### config.mk
export PLATFORM = sky130hd
export DESIGN_NAME = axi4_master_wr_addr_issue
export DESIGN_NICKNAME = d
export VERILOG_FILES = /design/src/rtl/axi4_master_wr_addr_issue.sv
export SDC_FILE = /design/constraint.sdc
export NUM_CORES = 1
export LEC_CHECK = 0
export ABC_CLOCK_PERIOD_IN_PS = 12100
export BUFFER_PORTS_ARGS = -buffer_cell sky130_fd_sc_hd__buf_2
export CAP_MARGIN = 20
export CORE_UTILIZATION = 50
export CTS_CLUSTER_SIZE = 12
export DETAILED_ROUTE_END_ITERATION = 10
export GPL_ROUTABILITY_DRIVEN = 0
export PLACE_DENSITY = 0.77
export SYNTH_ARGS = -nofsm -noshare
export SYNTH_HDL_FRONTEND = slang
export SYNTH_SLANG_ARGS = --single-unit
export TNS_END_PERCENT = 10
### constraint.sdc
create_clock -name axi_clk_i -period 12.1 [get_ports axi_clk_i]
set_clock_uncertainty 0.05 [all_clocks]
set_input_delay 1.815 -clock axi_clk_i [delete_from_list [all_inputs] [get_ports axi_clk_i]]
set_output_delay 1.815 -clock axi_clk_i [all_outputs]
set_load 0.01 [all_outputs]
### src/rtl/axi4_master_wr_addr_issue.sv
// axi4_master_wr_addr_issue
// Master-side AXI write-address (AW) channel driver.
//   - Accepts write-burst requests, checks their legality and drops illegal ones
//     (req_err_o pulses one cycle after the accept).
//   - Buffers legal requests in a small FIFO.
//   - Issues them on AW from a registered payload.
//   - Limits issued-but-uncompleted writes by watching the B channel.
//
// Ports
//   axi_clk_i, axi_rstn_i        clock (rising edge); asynchronous active-low reset
//   req_valid_i / req_ready_o    request handshake (ready = FIFO not full)
//   req_id_i .. req_prot_i       request payload (id, addr, len, size, burst, lock, cache, prot)
//   req_err_o                    one-cycle pulse: accepted request was illegal and dropped
//   axi_aw*_o                    registered AW payload
//   axi_awvalid_o / axi_awready_i  AW handshake
//   axi_bvalid_i, axi_bready_i   B channel completion monitor
//   outstanding_o                issued writes still awaiting their B response
//   fsm_state_o                  debug view of the issue FSM (0 IDLE, 1 ISSUE)
//
// Handshake rule for every channel here: a transfer happens on a rising edge
// where valid and ready are both high. A raised valid is never withdrawn, and its
// payload is never changed, until that transfer happens. Valid never depends
// combinationally on ready.
module axi4_master_wr_addr_issue #(
  parameter int AXI_DW          = 32,
  parameter int AXI_AW          = 32,
  parameter int AXI_IW          = 4,
  parameter int AXI_SW          = AXI_DW >> 3,
  parameter int FIFO_DEPTH      = 4,
  parameter int MAX_OUTSTANDING = 8
) (
  input  logic              axi_clk_i,
  input  logic              axi_rstn_i,
  input  logic              req_valid_i,
  output logic              req_ready_o,
  input  logic [AXI_IW-1:0] req_id_i,
  input  logic [AXI_AW-1:0] req_addr_i,
  input  logic [3:0]        req_len_i,
  input  logic [2:0]        req_size_i,
  input  logic [1:0]        req_burst_i,
  input  logic [1:0]        req_lock_i,
  input  logic [3:0]        req_cache_i,
  input  logic [2:0]        req_prot_i,
  output logic              req_err_o,
  output logic [AXI_IW-1:0] axi_awid_o,
  output logic [AXI_AW-1:0] axi_awaddr_o,
  output logic [3:0]        axi_awlen_o,
  output logic [2:0]        axi_awsize_o,
  output logic [1:0]        axi_awburst_o,
  output logic [1:0]        axi_awlock_o,
  output logic [3:0]        axi_awcache_o,
  output logic [2:0]        axi_awprot_o,
  output logic              axi_awvalid_o,
  input  logic              axi_awready_i,
  input  logic              axi_bvalid_i,
  input  logic              axi_bready_i,
  output logic [7:0]        outstanding_o,
  output logic [0:0]        fsm_state_o
);

  localparam int PW    = AXI_IW + AXI_AW + 4 + 3 + 2 + 2 + 4 + 3;
  localparam int PTR_W = $clog2(FIFO_DEPTH);

  localparam logic [2:0]       SIZE_MAX  = 3'($clog2(AXI_SW));
  localparam logic [7:0]       MAX_OUT   = 8'(MAX_OUTSTANDING);
  localparam logic [PTR_W:0]   CNT_DEPTH = (PTR_W + 1)'(FIFO_DEPTH);
  localparam logic [PTR_W:0]   CNT_ONE   = (PTR_W + 1)'(1);
  localparam logic [PTR_W-1:0] PTR_ONE   = PTR_W'(1);
  localparam logic [AXI_AW:0]  ONE_EXT   = (AXI_AW + 1)'(1);

  localparam logic [0:0] IDLE  = 1'b0;
  localparam logic [0:0] ISSUE = 1'b1;

  // ---------------------------------------------------------------------------
  // Legality check. The INCR end address is computed one bit wider than the
  // address, so a wrap past the top of the address space shows up as a
  // page-number mismatch as well.
  // ---------------------------------------------------------------------------
  logic [AXI_AW:0] len_ext;
  logic [AXI_AW:0] span;
  logic [AXI_AW:0] end_addr;
  logic [7:0]      align_mask;
  logic            page_cross;
  logic            wrap_len_ok;
  logic            wrap_aligned;
  logic            req_legal;

  always_comb begin
    len_ext      = '0;
    len_ext[3:0] = req_len_i;
    span         = (len_ext + ONE_EXT) << req_size_i;
    end_addr     = {1'b0, req_addr_i} + span - ONE_EXT;
    page_cross   = (end_addr[AXI_AW:12] != {1'b0, req_addr_i[AXI_AW-1:12]});
    wrap_len_ok  = (req_len_i == 4'd1) || (req_len_i == 4'd3) ||
                   (req_len_i == 4'd7) || (req_len_i == 4'd15);
    align_mask   = (8'd1 << req_size_i) - 8'd1;
    wrap_aligned = ((req_addr_i[7:0] & align_mask) == 8'd0);
    req_legal    = 1'b1;
    if (req_burst_i == 2'd3 || req_size_i > SIZE_MAX) begin
      req_legal = 1'b0;
    end else if (req_burst_i == 2'd2 && (!wrap_len_ok || !wrap_aligned)) begin
      req_legal = 1'b0;
    end else if (req_burst_i == 2'd1 && page_cross) begin
      req_legal = 1'b0;
    end
  end

  // ---------------------------------------------------------------------------
  // Request FIFO
  // ---------------------------------------------------------------------------
  logic [PW-1:0]    mem [FIFO_DEPTH];
  logic [PTR_W-1:0] wr_ptr;
  logic [PTR_W-1:0] rd_ptr;
  logic [PTR_W:0]   count;
  logic [PW-1:0]    req_pl;
  logic [PW-1:0]    head;
  logic             fifo_empty;
  logic             accept;
  logic             push;
  logic             load;

  assign req_pl      = {req_id_i, req_addr_i, req_len_i, req_size_i,
                        req_burst_i, req_lock_i, req_cache_i, req_prot_i};
  assign req_ready_o = (count != CNT_DEPTH);
  assign fifo_empty  = (count == '0);
  assign accept      = req_valid_i & req_ready_o;
  assign push        = accept & req_legal;
  assign head        = mem[rd_ptr];

  always_ff @(posedge axi_clk_i) begin
    if (push) begin
      mem[wr_ptr] <= req_pl;
    end
  end

  always_ff @(posedge axi_clk_i or negedge axi_rstn_i) begin
    if (!axi_rstn_i) begin
      wr_ptr    <= '0;
      rd_ptr    <= '0;
      count     <= '0;
      req_err_o <= 1'b0;
    end else begin
      req_err_o <= accept & ~req_legal;
      if (push) begin
        wr_ptr <= wr_ptr + PTR_ONE;
      end
      if (load) begin
        rd_ptr <= rd_ptr + PTR_ONE;
      end
      case ({push, load})
        2'b10:   count <= count + CNT_ONE;
        2'b01:   count <= count - CNT_ONE;
        default: count <= count;
      endcase
    end
  end

  // ---------------------------------------------------------------------------
  // Outstanding counter. The credit check uses the next value, so a B
  // completion this cycle frees a slot for a load at this very edge.
  // ---------------------------------------------------------------------------
  logic       aw_hs;
  logic       b_done;
  logic [7:0] out_next;

  assign aw_hs  = axi_awvalid_o & axi_awready_i;
  assign b_done = axi_bvalid_i & axi_bready_i;

  always_comb begin
    out_next = outstanding_o;
    if (aw_hs && !b_done) begin
      out_next = outstanding_o + 8'd1;
    end else if (!aw_hs && b_done && outstanding_o != 8'd0) begin
      out_next = outstanding_o - 8'd1;
    end
  end

  always_ff @(posedge axi_clk_i or negedge axi_rstn_i) begin
    if (!axi_rstn_i) begin
      outstanding_o <= 8'd0;
    end else begin
      outstanding_o <= out_next;
    end
  end

  // ---------------------------------------------------------------------------
  // Issue FSM and AW payload register
  // ---------------------------------------------------------------------------
  logic [0:0] state;

  assign fsm_state_o = state;
  // A new head may be loaded whenever the AW register is free now or is being
  // emptied by a handshake this cycle.
  assign load = !fifo_empty && (out_next < MAX_OUT) && (state == IDLE || aw_hs);

  always_ff @(posedge axi_clk_i or negedge axi_rstn_i) begin
    if (!axi_rstn_i) begin
      state         <= IDLE;
      axi_awvalid_o <= 1'b0;
    end else begin
      case (state)
        IDLE: begin
          if (load) begin
            state         <= ISSUE;
            axi_awvalid_o <= 1'b1;
          end
        end
        ISSUE: begin
          if (aw_hs && !load) begin
            state         <= IDLE;
            axi_awvalid_o <= 1'b0;
          end
        end
        default: begin
          state         <= IDLE;
          axi_awvalid_o <= 1'b0;
        end
      endcase
    end
  end

  always_ff @(posedge axi_clk_i or negedge axi_rstn_i) begin
    if (!axi_rstn_i) begin
      axi_awid_o    <= '0;
      axi_awaddr_o  <= '0;
      axi_awlen_o   <= '0;
      axi_awsize_o  <= '0;
      axi_awburst_o <= '0;
      axi_awlock_o  <= '0;
      axi_awcache_o <= '0;
      axi_awprot_o  <= '0;
    end else if (load) begin
      {axi_awid_o, axi_awaddr_o, axi_awlen_o, axi_awsize_o,
       axi_awburst_o, axi_awlock_o, axi_awcache_o, axi_awprot_o} <= head;
    end
  end

endmodule

==> results of run 1 <==
area by class of cell:
class,instances,share of cell area [%]
timing repair buffer,137,4.66
inverter,75,1.78
antenna,1,0.0158
clock buffer,47,5.01
sequential,288,52.4
multi-input combinational,583,32.8
tap,372,2.94
clock inverter,6,0.474
sequential cells by signal, summed over array words and instances (netlist names):
register,count
fsm_state_o,1
axi_awlock_o,2
rd_ptr,2
axi_awlen_o,4
axi_awvalid_o,1
axi_awcache_o,4
axi_awsize_o,3
axi_awaddr_o,32
count,3
req_err_o,1
wr_ptr,2
mem,216
axi_awid_o,4
axi_awprot_o,3
axi_awburst_o,2
outstanding_o,8
through the flow:
step	setup WS, ns	hold WS (ns)	instances
3_3_place_gp	5.02	0.419	1454
4_1_cts	5.34	0.436	1507
2_1_floorplan	2.15	0.414	984
5_1_grt	4.97	0.462	1509
6_report	5.27	0.434	1509
3_5_place_dp	4.83	0.423	1454
Yosys cell counts (all sizes together) (8+ instances only):
| cell type | instances | area share [%] |
|---|---|---|
| xnor2 | 22 | 1.4 |
| inv | 75 | 2.0 |
| edfxtp | 216 | 47 |
| o21ai | 40 | 1.4 |
| nand2 | 59 | 1.6 |
| o211ai | 9 | 0.49 |
| nor2 | 29 | 0.78 |
| dfrtp | 72 | 13 |
| a21o | 8 | 0.43 |
| nand4 | 21 | 0.99 |
| xor2 | 15 | 0.94 |
| ha | 51 | 4.6 |
| a211oi | 10 | 0.54 |
| clkbuf | 17 | 0.46 |
| mux4 | 54 | 8.7 |
| buf | 21 | 0.94 |
| o21a | 11 | 0.59 |
| nand3 | 13 | 0.47 |
| mux2 | 58 | 4.7 |
| a21oi | 52 | 1.9 |
| nor3 | 8 | 0.29 |
logic make-up (layout without fill, tap and decap cells):
family / after synthesis / count (layout) / share of synthesized area, %
simple gates: 185 / 185 / 7.02
other cells: 0 / 1 / 0
mux: 116 / 116 / 13.7
compound gates: 193 / 193 / 9.24
fa+ha+maj: 52 / 52 / 4.73
xor+xnor: 37 / 37 / 2.33
buf+inv: 113 / 265 / 3.42
flops: 288 / 288 / 59.5
critical path: cells and delay by family:
kind	cells	cell delay, ns
xor+xnor	1	0.24
compound gates	6	1.47
buf+inv	3	0.33
fa+ha+maj	5	1.37
simple gates	7	2.00
power by group through the flow:
stage / sequential [mW] / clock, mW / combinational, mW
after CTS: 1.30 / 0.840 / 0.838
after floorplan: 1.33 / 0 / 0.545
after global placement: 1.31 / 0 / 0.818
final: 1.29 / 0.822 / 0.829
after global routing: 1.31 / 0.872 / 0.906
after detailed placement: 1.32 / 0 / 0.833
per-layer routing:
layer,part of all wire (%),up-vias
met3,6.0,58
met1,43,4339
met2,49,291
li1,-,4056
met5,0,-
met4,2.3,0
worst max path at each step:
stage / to / slack, ns / start / cells after the start
final: count[1] / 5.27 / req_len_i[0] / 22
after global routing: mem[0][31] / 4.97 / req_len_i[0] / 19
after CTS: mem[0][31] / 5.34 / req_len_i[0] / 19
after detailed placement: mem[0][31] / 4.83 / req_len_i[0] / 19
after global placement: mem[3][30] / 5.02 / req_len_i[0] / 19
after floorplan: mem[0][0] / 2.15 / req_len_i[1] / 19
cells in the final DEF (no fill, tap or decap), types with 4 or more instances in the layout:
master     synthesis  final
and2_1             5      5
dfrtp_1           72     70
or3_1              6      6
clkbuf_1          17     18
o31ai_1            4      4
a2bb2oi_1          5      5
nand3_1           13     13
nor3_1             8      8
o21bai_1           5      5
a21boi_0           4      4
clkbuf_16          0     29
inv_1             75     75
mux4_2            54     54
and4_1             6      6
a211o_1            5      5
o22ai_1            4      4
nand2_1           59     59
a21oi_1           50     49
xnor2_1           22     22
a31oi_1            4      4
o21ai_0           37     37
nor3b_2            0      4
nand2b_1           5      5
a211oi_1          10     10
buf_2             15    124
nor2_1            29     29
o211ai_1           9      9
a21o_1             8      8
mux2_2            56     56
buf_4              3     12
nor4_1             6      6
edfxtp_1         216    216
o2111ai_1          6      6
ha_1              51     51
nor2b_1            6      6
mux2i_1            4      4
nand4_1           20     20
xor2_1            15     15
o21a_1            11     11
==> summary.txt, run 1 <==
Logic synthesis
  • Mapped Nets: 1096
  • Mapped cell area: 13900 sq um
  • EDFF count, synth: 216
  • Seq/Total Area, Yosys: 59.5%
  • Top_reg_cell synth: edfxtp_1
  • Netlist cell types: 74
  • Post-Syn Instances: 984
  • Post-Syn Area per Cell: 14.1 sq um
  • Synth async-reset ratio: 25.0%
  • YS warnings: 0
  • FF+latch count, synth: 288

Cells and area
  • Final design utilization: 58.4%
  • Fill count: 2060
  • Fin area: 15800 sq um
  • Final Net Count: 1226
  • Area of the multi-input gates: 5190 sq um
  • Area growth from synthesis to layout: 13.8%
  • FF/Latch Area: 8290 sq um
  • Share of layout cells above drive strength 1: 26.6%

Place
  • IO buf count: 125
  • Dpl cell area: 14900 sq um
  • Dpl hpwl: 19900 um

Route
  • Vias: 8744
  • Total wire length: 29300 um
  • Post-DRT Antenna Nets: 0
  • Initial drt markers: 734
  • DRC Markers: 0
  • Wire per inst: 19.4 um
  • Pre-antenna DRT Iters: 7
  • Via density: 5.79

Worst hold path
  • Hold EP: axi_awcache_o[2]
  • Hold_sp: axi_awcache_o[2]
  • Min-Delay Path Class: reg -> reg
  • WHS Path Cells: 1

GRT
  • GRT met2 Usage: 35.1%
  • Pin count of the biggest net entering global routing: 73
  • Antenna violations before repair: 1
  • Global-route wire length before repair: 46500 um
  • Met1 Track Usage GR: 28.3%
  • GRT Resource Usage Total: 20.9%
  • Grt ovf: 0
  • Vias in the first global route: 8673
  • Met3 Resource Use GR: 3.13%
  • GRT busiest layer: met2

Timing
  • Slew margin rel.: 44.8%
  • Fmax: 0.146 GHz
  • RSZ-0062 raised after global routing: no
  • TNS Setup: 0 ns
  • Fin crit period: 6.83 ns
  • Worst-margin pin slew: 0.828 ns
  • Max-slew violation count: 0
  • Final hold vios: 0
  • Final setup fails: 0
  • Final period utilization: 56.5%

Setup path
  • Reg2reg start: outstanding_o[0]
  • Setup crit end kind: flip-flop
  • CP cell instances: buf_2 -> ha_1 -> xor2_1 -> o21ai_0 -> o22ai_1 -> nand2b_1 -> ha_1 -> inv_1 -> ha_1 -> or2_1 -> or3_1 -> o211ai_1 -> o22ai_1 -> nor4_1 -> nand4_1 -> or4_4 -> o31a_1 -> or2_1 -> ha_1 -> inv_1 -> fa_1 -> o21ai_0
  • Delay of the slowest cell on the worst path: 0.57 ns
  • CP max stage cell: or4_4
  • R2r endpoint: count[2]
  • Top cell by count, worst path: ha_1
  • R2R depth: 16
  • Crit Path Max Fanout: 11
  • Crit path required time: 12.51 ns
  • CP Class: in -> reg
  • Worst Path Arrival: 7.24 ns
  • Setup slack, reg-to-reg: 7.70 ns
  • Critical Path Source Type: primary input

Pwr
  • Maximum VDD drop: 0.120 mV
  • Total power draw: 2.95 mW
  • Combinational share of power: 28.1%
  • Clock power frac: 27.9%
  • Switching part of the total: 29.6%
  • Pint: 2.07 mW
  • Leak Pwr: 6.04 nW
  • Sequential share of power: 44.0%
  • Psw: 0.872 mW
  • PwrDens: 186 nW/um^2

Floorplanning
  • Die W: 169 um
  • Die area: 28500 sq um
  • Initial Util: 51.4%
  • DIE HEIGHT: 169 um
  • Core Footprint: 27100 sq um
  • I/O pin count: 126
  • Row count: 60

Clock tree
  • Post-CTS Setup Repair Bufs: 0
  • # H-tree levels: 1
  • CTS tree: done
  • CTS sink cnt: 288
  • Worst-Skew Late Latency: 0.55 ns
  • Max Root-Sink Buffers: 3
  • CTS Hold Bufs: 0
  • Cts repair resizes: 0
  • Reg clk slew, reported paths: 0.06 ns
  • Clk root buf: clkbuf_16
  • CTS buffer count: 29

Run
  • Maxcap violations: 0

Run status
  • Outcome: complete, no violations
No activity file was read; power rests on OpenSTA's default activity.
==> run 2: changes to the inputs <==
Settings changed: ABC_CLOCK_PERIOD_IN_PS 12100 to 6600.
Clock period 12.1 ns to 6.6 ns, I/O delays scaled along.
==> summary.txt, run 2 (synthesis gave the netlist of run 1 again) <==
Cells and area
  • Commonest non-fill, non-tap cells in the layout: edfxtp_1, buf_2, inv_1 (unchanged)
  • Biggest regs: mem: 216 flops, axi_awaddr_o: 32 flops, outstanding_o: 8 flops (unchanged)
  • Most flops, register: mem (unchanged)
  • Final Net Count: 1230 (was 1226)
  • Diode count: 0 (was 1)
  • Area growth from synthesis to layout: 14.7% (was 13.8%)
  • Max reg flops: 216 (unchanged)
  • Fin area: 16000 sq um (was 15800 sq um)
  • Commonest non-fill, non-tap cell in the layout: edfxtp_1 (unchanged)
  • Share of layout cells above drive strength 1: 27.1% (was 26.6%)
  • Fill count: 2078 (was 2060)

Place
  • Dpl hpwl: 20400 um (was 19900 um)
  • Dpl cell area: 15000 sq um (was 14900 sq um)
  • Pre-CTS setup slack: 0.342 ns (was 4.83 ns)
  • IO buf count: 125 (unchanged)

GRT
  • Pin count of the biggest net entering global routing: 46 (was 73)
  • GRT Resource Usage Total: 21.2% (was 20.9%)
  • Antenna violations before repair: 0 (was 1)
  • Vias in the first global route: 8848 (was 8673)
  • Grt ovf: 0 (unchanged)
  • Global-route wire length before repair: 47400 um (was 46500 um)

Pwr
  • PwrDens: 342 nW/um^2 (was 186 nW/um^2)
  • Maximum VDD drop: 0.200 mV (was 0.120 mV)
  • Psw: 1.60 mW (was 0.872 mW)
  • Leak Pwr: 6.11 nW (was 6.04 nW)
  • Pint: 3.86 mW (was 2.07 mW)
  • Sequential share of power: 43.9% (was 44.0%)
  • Clock power frac: 28.8% (was 27.9%)
  • Combinational share of power: 27.3% (was 28.1%)
  • Total power draw: 5.47 mW (was 2.95 mW)
  • Switching part of the total: 29.3% (was 29.6%)

Clock tree
  • CTS tree: done (unchanged)
  • Post-CTS Setup Repair Bufs: 0 (unchanged)
  • Clk root buf: clkbuf_16 (unchanged)
  • CTS buffer count: 30 (was 29)
  • Worst-Skew Late Latency: 0.54 ns (was 0.55 ns)
  • CTS sink cnt: 288 (unchanged)
  • CTS Hold Bufs: 0 (unchanged)
  • Reg clk slew, reported paths: 0.06 ns (about the same)
  • Max Root-Sink Buffers: 3 (unchanged)
  • # H-tree levels: 1 (unchanged)
  • Cts repair resizes: 0 (unchanged)

Timing
  • Fmax: 0.173 GHz
  • Fin crit period: 5.78 ns
  • Fin worst setup slack: 0.819 ns (was 5.27 ns)
  • Final period utilization: 87.6%
  • Slew margin rel.: 45.7% (was 44.8%)
  • Worst-margin pin slew: 0.812 ns (was 0.828 ns)
  • Final hold vios: 0 (unchanged)
  • Max-slew violation count: 0 (unchanged)
  • RSZ-0062 raised after global routing: no (unchanged)
  • Final setup fails: 0 (unchanged)

Setup path
  • Crit Path Max Fanout: 7 (was 11)
  • Worst Path Arrival: 6.19 ns (was 7.24 ns)
  • Setup crit end kind: flip-flop (unchanged)
  • CP max stage cell: or4_4 (unchanged)
  • Delay of the slowest cell on the worst path: 0.53 ns (was 0.57 ns)
  • Critical Path Source Type: primary input (unchanged)
  • Top cell by count, worst path: ha_1 (unchanged)
  • Crit path required time: 7.01 ns (was 12.51 ns)
  • CP cell instances: buf_2 -> ha_1 -> nand3_1 -> o21ai_0 -> nor2_1 -> a21oi_1 -> nand2_1 -> ha_1 -> inv_1 -> ha_1 -> nand4_2 -> nor3_1 -> o211ai_1 -> a31oi_1 -> o21ai_0 -> mux2i_1 -> or4_4 -> o31a_1 -> or2_1 -> ha_1 -> inv_1 -> fa_1 -> o21ai_0 (was buf_2 -> ha_1 -> xor2_1 -> o21ai_0 -> o22ai_1 -> nand2b_1 -> ha_1 -> inv_1 -> ha_1 -> or2_1 -> or3_1 -> o211ai_1 -> o22ai_1 -> nor4_1 -> nand4_1 -> or4_4 -> o31a_1 -> or2_1 -> ha_1 -> inv_1 -> fa_1 -> o21ai_0)
  • CP Class: in -> reg (unchanged)

Route
  • Vias: 8759 (was 8744)
  • Via density: 5.79 (about the same)
  • DRC Markers: 0 (unchanged)
  • Initial drt markers: 774 (was 734)
  • Total wire length: 29400 um (was 29300 um)
  • Pre-antenna DRT Iters: 5 (was 7)
  • Wire per inst: 19.4 um (about the same)
  • Post-DRT Antenna Nets: 0 (unchanged)

Floorplanning
  • Die W: 169 um (unchanged)
  • Initial Util: 51.4% (unchanged)
  • Row count: 60 (unchanged)
  • I/O pin count: 126 (unchanged)
  • DIE HEIGHT: 169 um (unchanged)
  • Die area: 28500 sq um (unchanged)
  • Core Footprint: 27100 sq um (unchanged)

Run
  • Maxcap violations: 0 (unchanged)

Run status
  • Outcome: complete, no violations (unchanged)

Worst hold path
  • Min-Delay Path Class: in -> async (was reg -> reg)
[run 2: area by class of cell]
type,count,area (sq um),share of cell area (%)
clock buffers,49,853,5.35
clock inverters,7,66.3,0.415
inverters,75,282,1.76
multi-input cells,583,5210,32.6
flip-flops and latches,288,8290,52.0
well taps,372,465,2.92
repair buffers,140,791,4.95
[run 2: worst paths after layout]
| check | slack, ns | depth (start not counted) | startpoint | end |
|---|---|---|---|---|
| setup / recovery | 0.82 | 23 | req_len_i[1] | count[1] |
| hold / removal | 0.36 | 1 | axi_rstn_i | axi_awid_o[0] |
| setup reg to reg | 2.34 | 15 | outstanding_o[0] | count[2] |
| hold reg to reg | 0.44 | 1 | axi_awcache_o[2] | axi_awcache_o[2] |
| max in group asynchronous | 5.17 | 2 | axi_rstn_i | rd_ptr[1] |
| min in group axi_clk_i | 0.44 | 1 | axi_awcache_o[2] | axi_awcache_o[2] |
[run 2: routing by layer]
metal / track usage [%] / share of wire, % / wire [um] / up-vias
met5: 0 / 0 / 0 / -
met4: 5.38 / 2.1 / 613 / 0
met3: 3.60 / 6.5 / 1900 / 58
met2: 35.6 / 48 / 14200 / 270
met1: 28.7 / 43 / 12700 / 4369
li1: - / - / - / 4062
[run 2: power by group through the flow]
stage / Sequential (mW) / Combinational (mW) / Clock, mW
3_3_place_gp: 2.43 / 1.48 / 0
4_1_cts: 2.41 / 1.51 / 1.61
5_1_grt: 2.44 / 1.63 / 1.68
6_report: 2.40 / 1.49 / 1.57
3_5_place_dp: 2.44 / 1.51 / 0
2_1_floorplan: 2.43 / 1.00 / 0
[run 2: per-stage QoR]
stage / hold slack (ns) / std cells / TNS, ns / utilization (%)
after floorplan: 0.414 / 984 / -139.02 / -
after global routing: 0.376 / 1514 / 0 / 58.9
after global placement: 0.411 / 1458 / 0 / 55.5
after detailed placement: 0.432 / 1458 / 0 / 55.5
final: 0.355 / 1514 / 0 / 58.9
after CTS: 0.349 / 1514 / 0 / 58.9
[run 2: critical path: cells and delay by family]
family | cells | cell delay (ns)
mux | 1 | 0.18
simple gates | 7 | 1.46
compound gates | 7 | 1.74
buf+inv | 3 | 0.28
fa+ha+maj | 5 | 1.54
==> run 3: changes to the inputs <==
Settings changed: ABC_CLOCK_PERIOD_IN_PS 6600 to 6150.
Clock period 6.6 ns to 6.15 ns, I/O delays scaled along.
==> summary.txt, run 3 (synthesis gave the netlist of run 1 again) <==
Timing
  • Final hold vios: 0 (unchanged)
  • TNS Setup: 0 ns (unchanged)
  • Fmax: 0.181 GHz
  • Worst-margin pin slew: 0.832 ns (was 0.812 ns)
  • Worst Hold Slack: 0.214 ns (was 0.355 ns)
  • Max-slew violation count: 0 (unchanged)
  • Fin crit period: 5.52 ns
  • Final period utilization: 89.8%
  • RSZ-0062 raised after global routing: no (unchanged)
  • Final setup fails: 0 (unchanged)
  • Slew margin rel.: 44.5% (was 45.7%)

Pwr
  • Maximum VDD drop: 0.200 mV (about the same)
  • Leak Pwr: 6.14 nW (was 6.11 nW)
  • Total power draw: 5.87 mW (was 5.47 mW)
  • Pint: 4.15 mW (was 3.86 mW)
  • Clock power frac: 28.1% (was 28.8%)
  • Combinational share of power: 28.6% (was 27.3%)
  • Sequential share of power: 43.3% (was 43.9%)
  • PwrDens: 364 nW/um^2 (was 342 nW/um^2)
  • Switching part of the total: 29.4% (was 29.3%)
  • Psw: 1.73 mW (was 1.60 mW)

Setup path
  • Critical path startpoint: req_len_i[1] (unchanged)
  • Critical Path Source Type: primary input (unchanged)
  • Crit path required time: 6.56 ns (was 7.01 ns)
  • CP Class: in -> reg (unchanged)
  • R2R depth: 11 (was 15)
  • CP max stage cell: or4_4 (unchanged)
  • R2r endpoint: axi_awaddr_o[2] (was count[2])
  • Worst Path Arrival: 5.93 ns (was 6.19 ns)
  • Delay of the slowest cell on the worst path: 0.53 ns (about the same)
  • Reg2reg start: outstanding_o[0] (unchanged)
  • CP cell instances: buf_2 -> ha_4 -> nand3_1 -> o21ai_0 -> nor2_1 -> a21oi_1 -> nand2_1 -> ha_1 -> inv_1 -> ha_4 -> nand4_4 -> nor3_1 -> o211ai_1 -> a31oi_1 -> o21ai_0 -> mux2i_1 -> or4_4 -> o31a_4 -> or2_1 -> ha_1 -> inv_1 -> fa_1 -> o21ai_0 (was buf_2 -> ha_1 -> nand3_1 -> o21ai_0 -> nor2_1 -> a21oi_1 -> nand2_1 -> ha_1 -> inv_1 -> ha_1 -> nand4_2 -> nor3_1 -> o211ai_1 -> a31oi_1 -> o21ai_0 -> mux2i_1 -> or4_4 -> o31a_1 -> or2_1 -> ha_1 -> inv_1 -> fa_1 -> o21ai_0)
  • Top cell by count, worst path: o21ai_0 (was ha_1)
  • Setup slack, reg-to-reg: 2.35 ns (was 2.34 ns)
  • Crit Path Max Fanout: 7 (unchanged)
  • Setup crit end kind: flip-flop (unchanged)
  • CP Capture Point: count[1] (unchanged)
  • Stages on the worst setup path: 23 (unchanged)
  • Total buffers and inverters traversed by the critical path: 3 (unchanged)
  • Cell family with most CP delay: compound AO/OA/AOI/OAI gates (unchanged)

Route
  • Via density: 5.86 (was 5.79)
  • Vias: 8878 (was 8759)
  • Total wire length: 29900 um (was 29400 um)
  • Post-DRT Antenna Nets: 0 (unchanged)
  • Pre-antenna DRT Iters: 6 (was 5)
  • Initial drt markers: 798 (was 774)
  • Wire per inst: 19.7 um (was 19.4 um)
  • DRC Markers: 0 (unchanged)

Worst hold path
  • Min-Delay Path Class: in -> async (unchanged)

GRT
  • Antenna violations before repair: 0 (unchanged)
  • GRT met2 Usage: 36.2% (was 35.6%)
  • GRT busiest layer: met2 (unchanged)
  • Met1 Track Usage GR: 29.8% (was 28.7%)
  • Global-route wire length before repair: 48100 um (was 47400 um)
  • Met3 Resource Use GR: 3.02% (was 3.60%)
  • GRT Resource Usage Total: 21.6% (was 21.2%)
  • Grt ovf: 0 (unchanged)
  • Vias in the first global route: 8938 (was 8848)
  • Pin count of the biggest net entering global routing: 57 (was 46)

Clock tree
  • CTS buffer count: 29 (was 30)
  • Worst-Skew Late Latency: 0.55 ns (was 0.54 ns)
  • Reg clk slew, reported paths: 0.06 ns (about the same)
  • # H-tree levels: 1 (unchanged)
  • Cts repair resizes: 0 (unchanged)
  • CTS tree: done (unchanged)
  • CTS Hold Bufs: 0 (unchanged)
  • Post-CTS Setup Repair Bufs: 0 (unchanged)
  • Clk root buf: clkbuf_16 (unchanged)
  • CTS sink cnt: 288 (unchanged)
  • Max Root-Sink Buffers: 3 (unchanged)

Floorplanning
  • Row count: 60 (unchanged)
  • Initial Util: 51.4% (unchanged)
  • Core Footprint: 27100 sq um (unchanged)
  • I/O pin count: 126 (unchanged)
  • DIE HEIGHT: 169 um (unchanged)
  • Die W: 169 um (unchanged)
  • Die area: 28500 sq um (unchanged)

Cells and area
  • Max reg flops: 216 (unchanged)
  • Diode count: 0 (unchanged)
  • Area growth from synthesis to layout: 15.9% (was 14.7%)
  • Most flops, register: mem (unchanged)
  • Biggest regs: mem: 216 flops, axi_awaddr_o: 32 flops, outstanding_o: 8 flops (unchanged)
  • Final Net Count: 1234 (was 1230)
  • Commonest non-fill, non-tap cell in the layout: edfxtp_1 (unchanged)
  • Share of layout cells above drive strength 1: 28.7% (was 27.1%)
  • Fill count: 2072 (was 2078)
  • Commonest non-fill, non-tap cells in the layout: edfxtp_1, buf_2, inv_1 (unchanged)
  • Final design utilization: 59.5% (was 58.9%)

Run
  • Maxcap violations: 0 (unchanged)

Place
  • IO buf count: 125 (unchanged)
  • Dpl hpwl: 20300 um (was 20400 um)

Run status
  • Outcome: complete, no violations (unchanged)
run 3: how the worst min path moves through the flow:
stage,startpoint,depth (start not counted),to
floorplan,count[2],1,count[2]
global placement,axi_awcache_o[2],1,axi_awcache_o[2]
detailed placement,axi_awcache_o[2],1,axi_awcache_o[2]
CTS,axi_rstn_i,1,axi_awprot_o[1]
global route,axi_rstn_i,1,axi_awprot_o[1]
finish,axi_rstn_i,1,axi_awprot_o[0]
run 3: cell type report:
cell class,instances,area (sq um),share of cell area (%)
clock buffer,48,828,5.14
tap,372,465,2.89
inverter,75,282,1.75
sequential,288,8290,51.4
timing repair buffer,145,828,5.14
multi-input combinational,583,5370,33.3
clock inverter,4,63.8,0.396
run 3: metal layers:
layer,wire length [um],up-vias
li1,-,4065
met1,12800,4453
met2,14600,303
met3,1840,57
met4,601,0
met5,0,-
run 3: worst reg2reg max path: stages (launching register included):
cell       delay [ns]
dfrtp_1          0.45
inv_1            0.12
ha_1             0.15
or3b_2           0.47
o2111ai_1        0.29
o22a_1           0.22
xnor2_1          0.08
nor3_1           0.21
nand4bb_1        0.28
a21oi_4          0.23
buf_4            0.67
mux2_2           0.48
run 3: metrics by stage:
step	area (sq um)	std cells	setup slack (ns)
after floorplan	14100	984	0.00350
after global placement	15200	1463	0.282
after detailed placement	15200	1463	0.142
after CTS	16100	1515	0.674
after global routing	16100	1515	0.210
final	16100	1515	0.629
run 3: power by group through the flow:
| stage | sequential (mW) | clock, mW | combinational (mW) |
|---|---|---|---|
| 5_1_grt | 2.58 | 1.76 | 1.84 |
| 3_3_place_gp | 2.57 | 0 | 1.65 |
| 4_1_cts | 2.55 | 1.69 | 1.69 |
| 3_5_place_dp | 2.58 | 0 | 1.68 |
| 6_report | 2.54 | 1.65 | 1.68 |
| 2_1_floorplan | 2.61 | 0 | 1.10 |
